File: src/rtl/object_spawner_pkg.sv
// Shared game constants, FSM encoding and lane helpers for the falling-object spawner.
// The collision checker imports the same screen constants so both agree on geometry.
package object_spawner_pkg;

    typedef enum logic [1:0] {
        ST_IDLE   = 2'd0,
        ST_RUN    = 2'd1,
        ST_FREEZE = 2'd2
    } state_t;

    localparam int unsigned X_W    = 8;
    localparam int unsigned Y_W    = 7;
    localparam int unsigned LFSR_W = 16;
    localparam int unsigned CNT8_W = 8;

    localparam logic [LFSR_W-1:0] LFSR_SEED = 16'hACE1;

    // Screen geometry
    localparam int unsigned Y_BOTTOM     = 120;
    localparam int unsigned CAR_ROW      = 70;
    localparam int unsigned POLICE_W     = 20;
    localparam int unsigned COIN_SIZE    = 8;
    localparam int unsigned COIN_STAGGER = 60;

    // Lane table: four lanes, police x = LANE_OFFSET + lane*LANE_PITCH
    localparam int unsigned LANE_PITCH  = 40;
    localparam int unsigned LANE_OFFSET = 10;
    localparam int unsigned COIN_INSET  = 6;

    function automatic logic [X_W-1:0] police_x(input logic [1:0] lane);
        return X_W'(LANE_OFFSET + 32'(lane) * LANE_PITCH);
    endfunction

    function automatic logic [X_W-1:0] coin_x(input logic [1:0] lane);
        return X_W'(LANE_OFFSET + 32'(lane) * LANE_PITCH + COIN_INSET);
    endfunction

    // Coin lane candidate is bumped one lane (mod 4) when it collides with the police lane
    function automatic logic [1:0] pick_coin_lane(input logic [1:0] cand, input logic [1:0] police);
        return (cand == police) ? cand + 2'd1 : cand;
    endfunction

endpackage

File: src/rtl/lfsr16.sv
// 16-bit Fibonacci LFSR (taps 16,14,13,11), free-running whenever not in reset.
// Ports: clk, rst (sync, active-high), state (current 16-bit register value).
module lfsr16
    import object_spawner_pkg::*;
(
    input  logic              clk,
    input  logic              rst,
    output logic [LFSR_W-1:0] state
);

    // Right-shifting form: feedback of bits 0,2,3,5 enters at the MSB
    always_ff @(posedge clk) begin
        if (rst) begin
            state <= LFSR_SEED;
        end else begin
            state <= {state[0] ^ state[2] ^ state[3] ^ state[5], state[LFSR_W-1:1]};
        end
    end

endmodule

File: src/rtl/object_spawner.sv
// Police car / coin spawner: frame tick generation, object fall, hit/bottom respawn
// with pseudo-random distinct lanes, dodge counting and start/freeze control.
// Ports: CLOCK_50, Reset (sync, active-high), EnterEn (start pulse), GameOver (freeze level),
//        CoinEn/PoliceEn (hit pulses); x_po/y_po, x_coin/y_coin (object positions),
//        FrameTick (per-frame strobe), Active (running), Dodged (saturating exit count).
module object_spawner
    import object_spawner_pkg::*;
#(
    parameter int unsigned FRAME_DIV = 833333
) (
    input  logic              CLOCK_50,
    input  logic              Reset,
    input  logic              EnterEn,
    input  logic              GameOver,
    input  logic              CoinEn,
    input  logic              PoliceEn,
    output logic [X_W-1:0]    x_po,
    output logic [Y_W-1:0]    y_po,
    output logic [X_W-1:0]    x_coin,
    output logic [Y_W-1:0]    y_coin,
    output logic              FrameTick,
    output logic              Active,
    output logic [CNT8_W-1:0] Dodged
);

    localparam int unsigned     CNT_W    = (FRAME_DIV > 1) ? $clog2(FRAME_DIV) : 1;
    localparam logic [CNT_W-1:0] CNT_LAST = CNT_W'(FRAME_DIV - 1);

    state_t              state, state_n;
    logic [CNT_W-1:0]    frame_cnt, frame_cnt_n;
    logic [LFSR_W-1:0]   lfsr;
    logic [1:0]          police_lane, police_lane_n;
    logic [1:0]          coin_lane, coin_lane_n;
    logic [Y_W-1:0]      y_po_n, y_coin_n;
    logic [X_W-1:0]      x_po_n, x_coin_n;
    logic [CNT8_W-1:0]   dodged_n;
    logic                tick_c;
    logic                init, police_respawn, coin_respawn, dodge_inc, clear_dodged;
    logic [7:0]          y_po_inc, y_coin_inc;
    logic                lfsr_unused;

    lfsr16 u_lfsr (
        .clk   (CLOCK_50),
        .rst   (Reset),
        .state (lfsr)
    );

    assign lfsr_unused = ^lfsr[LFSR_W-1:4];
    assign tick_c      = (frame_cnt == CNT_LAST);

    // Increments are 8 bits wide so y=119 -> 120 is detectable as off-screen
    assign y_po_inc    = {1'b0, y_po} + 8'd1;
    assign y_coin_inc  = {1'b0, y_coin} + 8'd1;

    // State register and all registered outputs
    always_ff @(posedge CLOCK_50) begin
        if (Reset) begin
            state       <= ST_IDLE;
            frame_cnt   <= '0;
            police_lane <= 2'd0;
            coin_lane   <= 2'd0;
            x_po        <= '0;
            y_po        <= '0;
            x_coin      <= '0;
            y_coin      <= '0;
            FrameTick   <= 1'b0;
            Active      <= 1'b0;
            Dodged      <= '0;
        end else begin
            state       <= state_n;
            frame_cnt   <= frame_cnt_n;
            police_lane <= police_lane_n;
            coin_lane   <= coin_lane_n;
            x_po        <= x_po_n;
            y_po        <= y_po_n;
            x_coin      <= x_coin_n;
            y_coin      <= y_coin_n;
            // Registered strobe lines up with the cycle the counter sits at its last value
            FrameTick   <= (frame_cnt_n == CNT_LAST);
            Active      <= (state_n == ST_RUN);
            Dodged      <= dodged_n;
        end
    end

    // Next-state, movement and respawn decisions
    always_comb begin
        state_n        = state;
        frame_cnt_n    = tick_c ? '0 : frame_cnt + CNT_W'(1);
        police_lane_n  = police_lane;
        coin_lane_n    = coin_lane;
        x_po_n         = x_po;
        y_po_n         = y_po;
        x_coin_n       = x_coin;
        y_coin_n       = y_coin;
        dodged_n       = Dodged;
        init           = 1'b0;
        police_respawn = 1'b0;
        coin_respawn   = 1'b0;
        dodge_inc      = 1'b0;
        clear_dodged   = 1'b0;

        case (state)
            ST_IDLE: begin
                if (EnterEn) begin
                    state_n = ST_RUN;
                    init    = 1'b1;
                end
            end
            ST_RUN: begin
                // GameOver outranks hits and movement in the same cycle
                if (GameOver) begin
                    state_n = ST_FREEZE;
                end else begin
                    if (PoliceEn) begin
                        police_respawn = 1'b1;
                    end else if (tick_c) begin
                        if (y_po_inc >= 8'(Y_BOTTOM)) begin
                            police_respawn = 1'b1;
                            dodge_inc      = 1'b1;
                        end else begin
                            y_po_n = Y_W'(y_po_inc);
                        end
                    end
                    if (CoinEn) begin
                        coin_respawn = 1'b1;
                    end else if (tick_c) begin
                        if (y_coin_inc >= 8'(Y_BOTTOM)) begin
                            coin_respawn = 1'b1;
                        end else begin
                            y_coin_n = Y_W'(y_coin_inc);
                        end
                    end
                end
            end
            ST_FREEZE: begin
                if (EnterEn) begin
                    state_n      = ST_RUN;
                    init         = 1'b1;
                    clear_dodged = 1'b1;
                end
            end
            default: begin
                state_n = ST_IDLE;
            end
        endcase

        // Police lane resolves first so the coin can avoid a same-cycle police respawn
        if (init || police_respawn) begin
            police_lane_n = lfsr[1:0];
            y_po_n        = '0;
            x_po_n        = police_x(lfsr[1:0]);
        end
        if (init || coin_respawn) begin
            coin_lane_n = pick_coin_lane(lfsr[3:2], police_lane_n);
            y_coin_n    = init ? Y_W'(COIN_STAGGER) : '0;
            x_coin_n    = coin_x(coin_lane_n);
        end

        if (clear_dodged) begin
            dodged_n = '0;
        end else if (dodge_inc && (Dodged != 8'hFF)) begin
            dodged_n = Dodged + 8'd1;
        end
    end

endmodule

File: config.mk
export PLATFORM = sky130hd
export DESIGN_NAME = object_spawner
export DESIGN_NICKNAME = d
export VERILOG_FILES = /design/src/rtl/object_spawner_pkg.sv /design/src/rtl/lfsr16.sv /design/src/rtl/object_spawner.sv
export SDC_FILE = /design/constraint.sdc
export NUM_CORES = 1
export LEC_CHECK = 0
export ABC_AREA = 1
export CAP_MARGIN = 30
export CELL_PAD_IN_SITES_DETAIL_PLACEMENT = 1
export CELL_PAD_IN_SITES_GLOBAL_PLACEMENT = 1
export CORE_UTILIZATION = 35
export DETAILED_ROUTE_END_ITERATION = 10
export GPL_TIMING_DRIVEN = 0
export HOLD_SLACK_MARGIN = 0.1
export PLACE_DENSITY_LB_ADDON = 0.1
export RECOVER_POWER = 50
export SETUP_SLACK_MARGIN = 0.4
export SLEW_MARGIN = 0
export SYNTH_ARGS = -nofsm -noshare
export SYNTH_HDL_FRONTEND = slang
export SYNTH_HIERARCHICAL = 1
export SYNTH_SLANG_ARGS = --single-unit
File: constraint.sdc
create_clock -name CLOCK_50 -period 2 [get_ports CLOCK_50]
set_input_delay 0.2 -clock CLOCK_50 [delete_from_list [all_inputs] [get_ports CLOCK_50]]
set_output_delay 0.2 -clock CLOCK_50 [all_outputs]
set_load 0.03 [all_outputs]
[Word level (Yosys, flattened, before mapping)]
Index checks and enable logic that the tools add are counted.
Storage, ports and cells
  bits in registers: 80
  output and inout port bits: 40
Operators by class
  add/sub/neg operators: 8
  multipliers: 2
  order comparisons: 2
  equality and inequality tests: 10
  multiplexer cells: 29
  bitwise gates (word level): 6
  reductions and logical operators: 11
Operators with widths (number)
  $mux 7: 6
  $eq 20x20->1 const B: 2
  $add 20x1->20 const B: 1
  $mux 20: 1
  $add 4x8->8 const A: 2
  $add 7x1->8 const B: 2
  $ge 8x7->1 const B: 2
  $mux 1: 16
  $mul 2x3->5 const B: 2
  $reduce_and 5->1: 2
  $add 8x1->8 const B: 1
  $add 8x3->8 const B: 1
  $mux 2: 4
  $ne 8x8->1 const B: 1
  $mux 6: 1
  $ne 2x1->1 const B: 3
  $reduce_or 2->1: 3
  $eq 2x1->1 const B: 2
  $pmux 2 s2: 1
  $reduce_bool 2->1: 2
  $not 1->1: 3
  $xor 1x1->1: 3
  $add 2x1->2 const B: 1
  $eq 2x2->1: 1
  4 further kinds: 5

[Longest topological paths before layout]
Gate-level depths: netlist of the first run.
  word-level depth: 14
  depth in mapped cells: 19
  mapped depth without buffers: 19

[By module]
Netlist of the first run, hierarchy kept.
By module, submodules not included
  object_spawner: instances 1, cells each 462, area each 3246.9 um^2, seq. area each 1181.1 um^2
  lfsr16: instances 1, cells each 57, area each 500.5 um^2, seq. area each 320.3 um^2

[Least setup slack after synthesis of the first run]
No wires, ideal clock.
  path kind: register -> register
  from: register y_po[0]
  to: register x_coin[6]
  library setup time: 0.116 ns
  arrival: 2.290 ns
  setup slack: -0.405 ns
  stages on the path, launching flop included: 18
  path buffers: 0
  path through: dfxtp_1 ha_1 nand3_1 nand2_1 nand2_1 nor2_1 nand3_1 nand2_2 nand2_1 nand2_2 nand2_4 o21ai_2 nand3_1 nand2_1 inv_2 ha_1 o21ai_0 nor2_1
On the way
  cells in the longest elaborated chain, start to end: 14
Ends and longest elaborated chain
  from (decl): line object_spawner.sv:18  | output logic [Y_W-1:0] y_po,
  from (signal assigned): line object_spawner.sv:75  | y_po <= y_po_n;
  $add 7x1->8: line object_spawner.sv:52  | assign y_po_inc = {1'b0, y_po} + 8'd1;
  $ge 8x7->1: line object_spawner.sv:117  | if (y_po_inc >= 8'(Y_BOTTOM)) begin
  $mux 1: line object_spawner.sv:117
  $mux 1: line object_spawner.sv:116  | end else if (tick_c) begin
  $mux 1: line object_spawner.sv:114  | if (PoliceEn) begin
  $mux 1: line object_spawner.sv:111  | if (GameOver) begin
  $mux 1: line object_spawner.sv:102  | case (state)
  $logic_or 1x1->1: line object_spawner.sv:148  | if (init || police_respawn) begin
  $mux 2: line object_spawner.sv:148
  $eq 2x2->1: line object_spawner_pkg.sv:40  | return (cand == police) ? cand + 2'd1 : cand;
  $mux 2: line object_spawner_pkg.sv:40
  $mul 2x3->5: line object_spawner_pkg.sv:35  | return X_W'(LANE_OFFSET + 32'(lane) * LANE_PITCH + COIN_INSET);
  $add 4x8->8: line object_spawner_pkg.sv:35
  $add 8x3->8: line object_spawner_pkg.sv:35
  to (signal assigned): line object_spawner.sv:76  | x_coin <= x_coin_n;
  to (decl): line object_spawner.sv:19  | output logic [X_W-1:0] x_coin,
Every way passes these cells.
A chain may end at the register's enable or synchronous reset.

[Worst setup path after layout of the first run]
  from: register y_po[1]
  to: register x_coin[5]
Same word-level chain as after synthesis.

==> results of run 1 <==
[flip-flops by register name, summed over array words and instances, names as in the netlist]
register	count
Active	1
Dodged	8
FrameTick	1
frame_cnt	20
police_lane	2
state	2
u_lfsr/state	16
x_coin	5
x_po	6
y_coin	7
y_po	7
[cells in the final DEF (no fill, tap or decap), drive strengths merged, types with 13 or more instances in the layout]
cell	netlist	final
nand4	13	13
dfxtp	75	75
o21ai	28	28
a21oi	27	27
nand2	99	99
nand3	40	40
dlygate4sd2	0	32
nor2	87	87
inv	76	77
buf	7	41
[cells by family (layout without fill, tap and decap cells)]
| family | Yosys count | in the layout |
|---|---|---|
| other | 1 | 5 |
| xor gates and xnor gates | 11 | 11 |
| buffers and inverters | 87 | 177 |
| DFF | 75 | 75 |
| adders and majority gates | 11 | 11 |
| and+or+nand+nor | 273 | 273 |
| AOI/OAI and AO/OA | 61 | 61 |
[critical path: stages (launching register included)]
cell and delay (ns):
dfxtp_4 0.38, ha_4 0.16, nand3_4 0.09, nor2_2 0.09, nand2_1 0.06, nand2_2 0.08
nand3_2 0.08, nand2_2 0.10, nand2_2 0.07, nand2_4 0.11, nand2_8 0.08, o21ai_4 0.21
nand3_2 0.11, nand2_2 0.09, inv_2 0.05, ha_4 0.26, a21oi_2 0.04
[Yosys cell counts, drive strengths merged, types with 2 or more instances]
master  instances  area, um^2
inv            76         288
o211ai          2        20.0
xnor2           2        17.5
dfxtp          75        1500
nand2          99         399
nand4          13         100
clkbuf          3        11.3
nor2           87         378
nor4            5        37.5
nor3           12        71.3
nand3          40         210
a21oi          27         135
nor3b           2        20.0
ha             11         138
xor2            9        78.8
buf             7        56.3
o21ai          28         144
or2            12        75.1
[power by group]
part	switching [W]	total [W]	internal [W]
combinational	0.000304	0.000480	0.000176
sequential	0.0000496	0.00160	0.00155
clock	0.000702	0.00118	0.000483
total	0.00106	0.00326	0.00221
[stage by stage]
step                      instance area (um^2)  instances  total power (W)  setup WS (ns)
after floorplan                           3940        523          0.00191        -0.0845
after global placement                    4510        699          0.00204         -0.432
after detailed placement                  4510        699          0.00206         -0.435
after CTS                                 5030        742          0.00327         -0.119
after global routing                      5280        749          0.00340         -0.332
final                                     5280        749          0.00326         -0.151
[worst max-delay path by stage]
| stage | start | endpoint | slack, ns |
|---|---|---|---|
| after CTS | y_po[0] | x_coin[5] | -0.12 |
| after floorplan | y_po[0] | x_coin[5] | -0.08 |
| after detailed placement | Reset | FrameTick | -0.44 |
| after global routing | y_po[1] | x_coin[6] | -0.33 |
| final | y_po[1] | x_coin[5] | -0.15 |
| after global placement | EnterEn | x_coin[5] | -0.43 |
[layer usage]
layer	GRT usage [%]	up-vias	share of wire, %
met5	0	-	0
met4	8.15	0	1.9
met3	3.09	18	2.2
li1	-	1836	-
met2	34.8	51	49
met1	25.7	1797	47
[timing repair]
action | 4_1_cts | 5_1_grt
pin swaps | 27 | 29
setup endpoints to repair | 84 | 57
buffers inserted | 27 | 7
hold buffers | 0 | 0
gates resized for setup | 86 | 60
[area by class of cell]
| cell class | count | area, um^2 |
|---|---|---|
| inverters | 77 | 315 |
| multi-input cells | 361 | 2330 |
| fillers | 1306 | 5090 |
| clock buffers | 9 | 124 |
| clock inverters | 7 | 70.1 |
| repair buffers | 74 | 631 |
| well taps | 136 | 170 |
| plain buffers | 10 | 75.1 |
| flip-flops and latches | 75 | 1560 |
==> metrics.txt, run 1 <==
DR WL/cell=14.6 um; post-layout min period=2.15 ns; Clock Latency Late Sink=0.37 ns; Mapped Cells=519; Crit. End Element=flip-flop; hold crit path type=flip-flop to flip-flop; core area=10400 um^2; die height=105 um; Fin. Hold Viols=0; CTS Root Cell=clkbuf_8; Critical R2R Capture=x_coin[5]; worst slew pin tran=0.648 ns; CP Max Fanout=6; LEAKAGE=2.35 nW; Ys Warns=6; synth-to-layout area growth=40.8%; max cap viols=0; ys async rst share=0%; synthesized area per cell=7.22 um^2; power density cells=618 nW/um^2; Worst Min Path Start=u_lfsr/state[15]; # clock sinks=75; share of layout cells above drive strength 1=32.5%; vias in the first global route=3865; Max IR drop VDD=355 uV; Setup Crit Path Kind=flip-flop to flip-flop; fin. max-slew vios=0; hold_ws=0.414 ns; number of top-level pins=46; synthesized area=3750 um^2; Die X=105 um; status=finished with violations; combinational family with the most area after synthesis=simple AND/OR/NAND/NOR gates; Rows=37; Port Buffer Count=40; dominant synthesized flop cell=dfxtp_1; GRT Resource Usage Total=20.4%; # nets final=625; Slew headroom=56.8%; R2R Path Start=y_po[1]; xor/xnor share of the synthesized area=2.57%; fmax=465 MHz; CTS Buf Count=9; maximum clock path buffer count=2; Post-Synth Adder-Cell Area=3.67%; H-tree levels=3; WP data required=2.26 ns; total number of vias=3702; FF+latch count, synth=75; Distinct cells, synth=45; total negative slack=-0.626 ns; global route overflow=0; Setup violations, final=9; Vias per Instance=4.94; final period utilization=108%; n_diodes=0; post-DP HPWL=7570 um; initial antenna violation count=0; CP arrival=2.41 ns; first-pass GRT wire length=18100 um; Reg2Reg Depth=16; clock skew=0.0131 ns; CTS clock-pin slew for the worst setup and hold paths=0.10 ns; length of the first detailed-routing pass in iterations=4; Post-Synth Simple-Gate Area=35.2%; post-synthesis mux area share=0%; Util after Layout=50.9%; TritonCTS clock tree=built; setup ws final=-0.151 ns; final WL=10900 um; complex-gate fraction of the synthesized area=8.81%; r2r setup slk=-0.15 ns; Hold Crit Depth=2; Iter 0 DRT Violations=100; drt drc=0; starting density of the core=36.1%; failing checks=negative setup slack; RSZ-0062 raised after global routing=true; Post-synth EDFFs=0; Worst Setup Start Kind=flip-flop; RD Place Congestion=0.792; Routed Antenna Nets=0; largest net degree at the start of global routing=17; hold endpoint=u_lfsr/state[14]; Seq/Total Area, Yosys=40.1%; die area=11100 um^2
No activity file was read; power rests on OpenSTA's default activity.
==> run 2, diff against run 1 <==
Settings changed: CELL_PAD_IN_SITES_DETAIL_PLACEMENT 1 to 0, CELL_PAD_IN_SITES_GLOBAL_PLACEMENT 1 to 2, CORE_UTILIZATION 35 to 28, GPL_ROUTABILITY_DRIVEN set to 0.
==> metrics.txt, run 2 (synthesis results as in run 1) <==
Worst Setup Start Kind=flip-flop (unchanged); largest net degree at the start of global routing=13 (was 17); most frequent cells in the layout=70 x nand2_1, 67 x nor2_1, 56 x inv_1 (was 72 x nand2_1, 66 x nor2_1, 61 x inv_1); sequential power share=41.8% (was 49.0%); WP data required=2.22 ns (was 2.26 ns); worst slew pin tran=0.654 ns (was 0.648 ns); P_int=0.00283 W (was 0.00221 W); most used cell, CP=nand2_2 (unchanged); post-layout min period=2.16 ns (was 2.15 ns); # nets final=624 (was 625); die height=118 um (was 105 um); fmax=463 MHz (was 465 MHz); CTS Hold Buffers Added=0 (unchanged); Die X=118 um (was 105 um); share of layout cells above drive strength 1=32.8% (was 32.5%); status=finished with violations (unchanged); CP bufs+invs=2 (was 1); Rows=41 (was 37); Regs by FF count=frame_cnt: 20 flops, u_lfsr/state: 16 flops, Dodged: 8 flops (unchanged); fin. max-slew vios=0 (unchanged); GRT Resource Usage Total=15.2% (was 20.4%); Setup Crit Path Kind=flip-flop to flip-flop (unchanged); Worst Min Path Start=u_lfsr/state[10] (was u_lfsr/state[15]); clock skew=0.00344 ns (was 0.0131 ns); combinational power share=12.3% (was 14.7%); Crit-path slowest cell=dfxtp_4 (unchanged); CP startpoint=frame_cnt[10] (was y_po[1]); most common cell after layout, fill and taps aside=nand2_1 (unchanged); synth-to-layout area growth=43.8% (was 40.8%); Slew headroom=56.1% (was 56.8%); die area=13800 um^2 (was 11100 um^2); Critical R2R Capture=x_coin[5] (unchanged); CP Max Fanout=7 (was 6); R2R Path Start=frame_cnt[10] (was y_po[1]); clock share of power=45.8% (was 36.3%); global route overflow=0 (unchanged); Max IR drop VDD=527 uV (was 355 uV); DR WL/cell=12.6 um (was 14.6 um); LEAKAGE=2.29 nW (was 2.35 nW); number of top-level pins=46 (unchanged); Port Buffer Count=40 (unchanged); final period utilization=108% (about the same); max cap viols=0 (unchanged); post-DP HPWL=7100 um (was 7570 um); maximum clock path buffer count=2 (unchanged); total number of vias=3507 (was 3702); CTS clock-pin slew for the worst setup and hold paths=0.06 ns (was 0.10 ns); final WL=9910 um (was 10900 um); Iter 0 DRT Violations=135 (was 100); TritonCTS clock tree=built (unchanged); CP arrival=2.38 ns (was 2.41 ns); multi-input logic area=2350 um^2 (was 2330 um^2); RSZ-0062 raised after global routing=true (unchanged); length of the first detailed-routing pass in iterations=4 (unchanged); Setup violations, final=14 (was 9); core area=12800 um^2 (was 10400 um^2); family with the most delay on the worst path=simple AND/OR/NAND/NOR gates (unchanged); power density cells=706 nW/um^2 (was 618 nW/um^2); CTS Buf Count=9 (unchanged); Max stage delay on crit path=0.39 ns (was 0.38 ns); Hold Crit Depth=2 (unchanged); pre-CTS setup slack=-0.453 ns (was -0.435 ns); hold crit path type=flip-flop to flip-flop (unchanged); drt drc=0 (unchanged); Critical Path, Cell by Cell=inv_1, nor2_1, nand4_4, nor2_4, nand2_2, nand2_4, nand2_8, o21ai_4, nand3_2, nand2_2, inv_2, ha_4, a21oi_2 (was ha_4, nand3_4, nor2_2, nand2_1, nand2_2, nand3_2, nand2_2, nand2_2, nand2_4, nand2_8, o21ai_4, nand3_2, nand2_2, inv_2, ha_4, a21oi_2); H-tree levels=3 (unchanged); CTS Root Cell=clkbuf_16 (was clkbuf_8); hold endpoint=u_lfsr/state[9] (was u_lfsr/state[14]); Layout fillers=1381 (was 1306); # clock sinks=75 (unchanged); Routed Antenna Nets=0 (unchanged); starting density of the core=29.2% (was 36.1%); Reg2Reg Depth=13 (was 16); Fin. Hold Viols=0 (unchanged); FF/Latch Area=1560 um^2 (about the same); Top reg by flops=frame_cnt (unchanged); Switching Share=25.6% (was 32.4%); n_diodes=0 (unchanged); failing checks=negative setup slack (unchanged); vias in the first global route=3390 (was 3865); Clock Latency Late Sink=0.33 ns (was 0.37 ns); Vias per Instance=4.47 (was 4.94); Crit. End Element=flip-flop (unchanged); Util after Layout=42.0% (was 50.9%); sw power=0.000974 W (was 0.00106 W); setup ws final=-0.159 ns (was -0.151 ns); r2r setup slk=-0.16 ns (was -0.15 ns); max FFs per register=20 (unchanged); initial antenna violation count=0 (unchanged); first-pass GRT wire length=16800 um (was 18100 um)
==> run 2: cell count changes in the layout (fill, tap and decap cells not counted), sizes merged <==
cell	change
dlymetal6s2s	-3
clkdlybuf4s50	+5
buf	-1
clkbuf	+17
inv	-1
bufinv	+1
clkinvlp	-2
clkinv	-2
dlygate4sd2	-15
==> run 2: what timing repair did <==
item,4_1_cts,5_1_grt
setup endpoints to repair,67,66
setup buffers,23,9
gates resized for setup,77,70
hold endpoints to repair,0,0
cloned,1,0
pin swaps,38,24
==> run 2: worst reg2reg max path, cell delays in order (launching register included) <==
cell and delay (ns):
dfxtp_4 0.39, inv_1 0.06, nor2_1 0.24, nand4_4 0.14, nor2_4 0.20, nand2_2 0.09
nand2_4 0.11, nand2_8 0.09, o21ai_4 0.20, nand3_2 0.09, nand2_2 0.09, inv_2 0.05
ha_4 0.25, a21oi_2 0.04
==> run 2: layer usage <==
layer  global-route usage, %  share of wire (%)  vias up
met1                    19.8                 49     1626
met2                    24.4                 47       40
met3                    3.83                2.8        7
met4                    4.57                1.1        0
li1                        -                  -     1834
met5                       0                  0        -
==> run 2: final cells by class <==
class | count | share of cell area, %
flip-flops and latches | 75 | 29.0
clock buffers | 13 | 5.22
plain buffers | 10 | 1.32
well taps | 172 | 3.99
repair buffers | 73 | 10.4
inverters | 77 | 5.64
multi-input cells | 361 | 43.7
clock inverters | 3 | 0.766
==> run 2: metrics by stage <==
stage / instance area, um^2 / total power, W / setup TNS [ns] / instances / hold WS (ns)
CTS: 5220 / 0.00389 / -0.376 / 775 / 0.408
finish: 5390 / 0.00381 / -1.14 / 784 / 0.403
global route: 5390 / 0.00400 / -4.22 / 784 / 0.417
floorplan: 3940 / 0.00191 / -0.150 / 523 / 0.269
global placement: 4550 / 0.00205 / -6.78 / 735 / 0.386
detailed placement: 4550 / 0.00205 / -6.48 / 735 / 0.393
==> run 2: power by group through the flow <==
stage,registers [W],logic [W],clock network [W]
3_5_place_dp,0.00163,0.000417,0
5_1_grt,0.00160,0.000520,0.00188
6_report,0.00159,0.000470,0.00174
3_3_place_gp,0.00163,0.000416,0
4_1_cts,0.00160,0.000483,0.00181
2_1_floorplan,0.00169,0.000217,0
==> run 2: worst max path at each step <==
stage / endpoint / slack [ns] / cells past startpoint
floorplan: x_coin[5] / -0.08 / 16
global placement: x_coin[6] / -0.49 / 13
detailed placement: FrameTick / -0.45 / 8
CTS: x_coin[5] / -0.12 / 16
global route: x_coin[5] / -0.30 / 14
finish: x_coin[5] / -0.16 / 13
==> run 3, diff against run 2 <==
Settings changed: CORE_UTILIZATION 28 to 34.
Clock period 2 ns to 2.6 ns, I/O delays scaled along.
==> metrics.txt, run 3 (synthesis results as in run 1) <==
met2 usage=28.0% (was 24.4%); global route overflow=0 (unchanged); Reg2Reg Depth=15 (was 13); hold crit path type=flip-flop to flip-flop (unchanged); pre-CTS setup slack=-0.124 ns (was -0.453 ns); Final Non-Filler Cells=746 (was 784); starting density of the core=35.7% (was 29.2%); die height=107 um (was 118 um); power density cells=500 nW/um^2 (was 706 nW/um^2); final period utilization=85.8% (was 108%); synth-to-layout area growth=34.4% (was 43.8%); maximum clock path buffer count=2 (unchanged); core area=10500 um^2 (was 12800 um^2); Crit-path slowest cell=dfxtp_4 (unchanged); post-DP HPWL=6640 um (was 7100 um); WP data required=2.88 ns (was 2.22 ns); Setup crit end=Dodged[7] (was x_coin[5]); CTS Hold Buffers Added=0 (unchanged); DR WL/cell=12.6 um (about the same); Crit. End Element=flip-flop (unchanged); Vias per Instance=4.69 (was 4.47); Max IR drop VDD=299 uV (was 527 uV); FF/Latch Area=1530 um^2 (was 1560 um^2); LEAKAGE=2.22 nW (was 2.29 nW); Iter 0 DRT Violations=112 (was 135); CTS Buf Count=9 (unchanged); # clock sinks=75 (unchanged); number of top-level pins=46 (unchanged); Fin. Hold Viols=0 (unchanged); Critical Path, Cell by Cell=inv_4, ha_4, inv_2, nor2_4, nand4_4, nor2_1, buf_6, nand2_4, inv_2, and3_4, inv_8, nor2_8, nand4_4, or2_0, a21oi_1 (was inv_1, nor2_1, nand4_4, nor2_4, nand2_2, nand2_4, nand2_8, o21ai_4, nand3_2, nand2_2, inv_2, ha_4, a21oi_2); H-tree levels=3 (unchanged); first-pass GRT wire length=15400 um (was 16800 um); max cap viols=0 (unchanged); setup ws final=0.370 ns (was -0.159 ns); CP arrival=2.51 ns (was 2.38 ns); worst slew pin tran=0.562 ns (was 0.654 ns); Layout fillers=1076 (was 1381); most frequent cells in the layout=81 x nand2_1, 73 x nor2_1, 66 x inv_1 (was 70 x nand2_1, 67 x nor2_1, 56 x inv_1); CP startpoint=frame_cnt[0] (was frame_cnt[10]); fmax=448 MHz (was 463 MHz); Critical R2R Capture=Dodged[7] (was x_coin[5]); r2r setup slk=0.37 ns (was -0.16 ns); status=completed (was finished with violations); CTS Root Cell=clkbuf_8 (was clkbuf_16); Die X=107 um (was 118 um); Setup violations, final=0 (was 14); final instance area=5030 um^2 (was 5390 um^2); Most Crowded Layer GR=met2 (unchanged); die area=11400 um^2 (was 13800 um^2); Post-DP Area=4340 um^2 (was 4550 um^2); GRT Resource Usage Total=17.2% (was 15.2%); Top reg by flops=frame_cnt (unchanged); Worst Setup Start Kind=flip-flop (unchanged); Slew headroom=62.5% (was 56.1%); Max stage delay on crit path=0.37 ns (was 0.39 ns); clock skew=0.00912 ns (was 0.00344 ns); R2R Path Start=frame_cnt[0] (was frame_cnt[10]); placed instance count=699 (was 735); Port Buffer Count=40 (unchanged); total number of vias=3497 (was 3507); share of layout cells above drive strength 1=23.1% (was 32.8%); Routed Antenna Nets=0 (unchanged); n_diodes=0 (unchanged); final WL=9370 um (was 9910 um); met3 Use GR=3.77% (was 3.83%); CP Max Fanout=6 (was 7); RSZ-0062 raised after global routing=true (unchanged); initial antenna violation count=0 (unchanged); Rows=37 (was 41); vias in the first global route=3299 (was 3390); hold_ws=0.406 ns (was 0.403 ns); drt drc=0 (unchanged); PnR Total Power=0.00252 W (was 0.00381 W); Clock Latency Late Sink=0.36 ns (was 0.33 ns); length of the first detailed-routing pass in iterations=4 (unchanged); fin. max-slew vios=0 (unchanged); max FFs per register=20 (unchanged); post-layout min period=2.23 ns (was 2.16 ns); TritonCTS clock tree=built (unchanged); M1 GR Usage=22.1% (was 19.8%); CTS clock-pin slew for the worst setup and hold paths=0.08 ns (was 0.06 ns); most common cell after layout, fill and taps aside=nand2_1 (unchanged); largest net degree at the start of global routing=14 (was 13); multi-input logic area=2120 um^2 (was 2350 um^2); Setup Crit Path Kind=flip-flop to flip-flop (unchanged); Regs by FF count=frame_cnt: 20 flops, u_lfsr/state: 16 flops, Dodged: 8 flops (unchanged); Hold Crit Depth=2 (unchanged); # nets final=622 (was 624)
run 3: changes by cell type in the layout (fill, tap and decap cells not counted), sizes merged:
cell / delta
buf: -3
clkinvlp: +2
clkdlybuf4s50: +5
clkbuf: -15
dlygate4sd2: -17
inv: +1
dlygate4sd3: +25
run 3: final cells by class:
| class | count | share of cell area, % |
|---|---|---|
| tap | 136 | 3.38 |
| multi-input combinational | 361 | 42.1 |
| clock buffer | 10 | 2.96 |
| sequential | 75 | 30.5 |
| buffer | 10 | 1.27 |
| clock inverter | 6 | 1.24 |
| inverter | 77 | 5.99 |
| timing repair buffer | 71 | 12.6 |
run 3: worst min-delay path by stage:
| stage | end | slack (ns) | from |
|---|---|---|---|
| after detailed placement | u_lfsr/state[7] | 0.39 | u_lfsr/state[8] |
| final | u_lfsr/state[9] | 0.41 | u_lfsr/state[10] |
| after floorplan | frame_cnt[16] | 0.34 | Reset |
| after global placement | u_lfsr/state[7] | 0.38 | u_lfsr/state[8] |
| after CTS | u_lfsr/state[9] | 0.41 | u_lfsr/state[10] |
| after global routing | u_lfsr/state[13] | 0.43 | u_lfsr/state[14] |
run 3: metal layers:
layer | share of wire (%) | wire length (um)
met5 | 0 | 0
met4 | 1.4 | 128
met3 | 3.5 | 329
met2 | 48 | 4450
met1 | 48 | 4460
run 3: metrics by stage:
stage	utilization (%)	TNS (ns)
finish	47.9	0
floorplan	-	0
global route	47.9	0
global placement	41.3	-0.0950
CTS	45.6	0
detailed placement	41.3	-0.124
run 3: timing repair:
action                     CTS  global route
gates resized for setup     26            54
pin swaps                   16            20
buffers inserted            19            11
setup endpoints to repair   18            21
cloned                       0             1
run 3: power by group:
| group | leakage (nW) | internal [W] | total, W | switching, W |
|---|---|---|---|---|
| registers | 0.621 | 0.00119 | 0.00123 | 0.0000328 |
| logic | 1.50 | 0.000128 | 0.000343 | 0.000215 |
| clock network | 0.0994 | 0.000498 | 0.000949 | 0.000452 |
run 3: worst max-delay path: cells and delay by family, from the launching register on:
family                   cells  cell delay [ns]
AND/OR/NAND/NOR              8             1.12
adder cells (fa/ha/maj)      1             0.13
AO/OA/AOI/OAI                1             0.14
flip-flops                   1             0.37
buffers and inverters        5             0.38
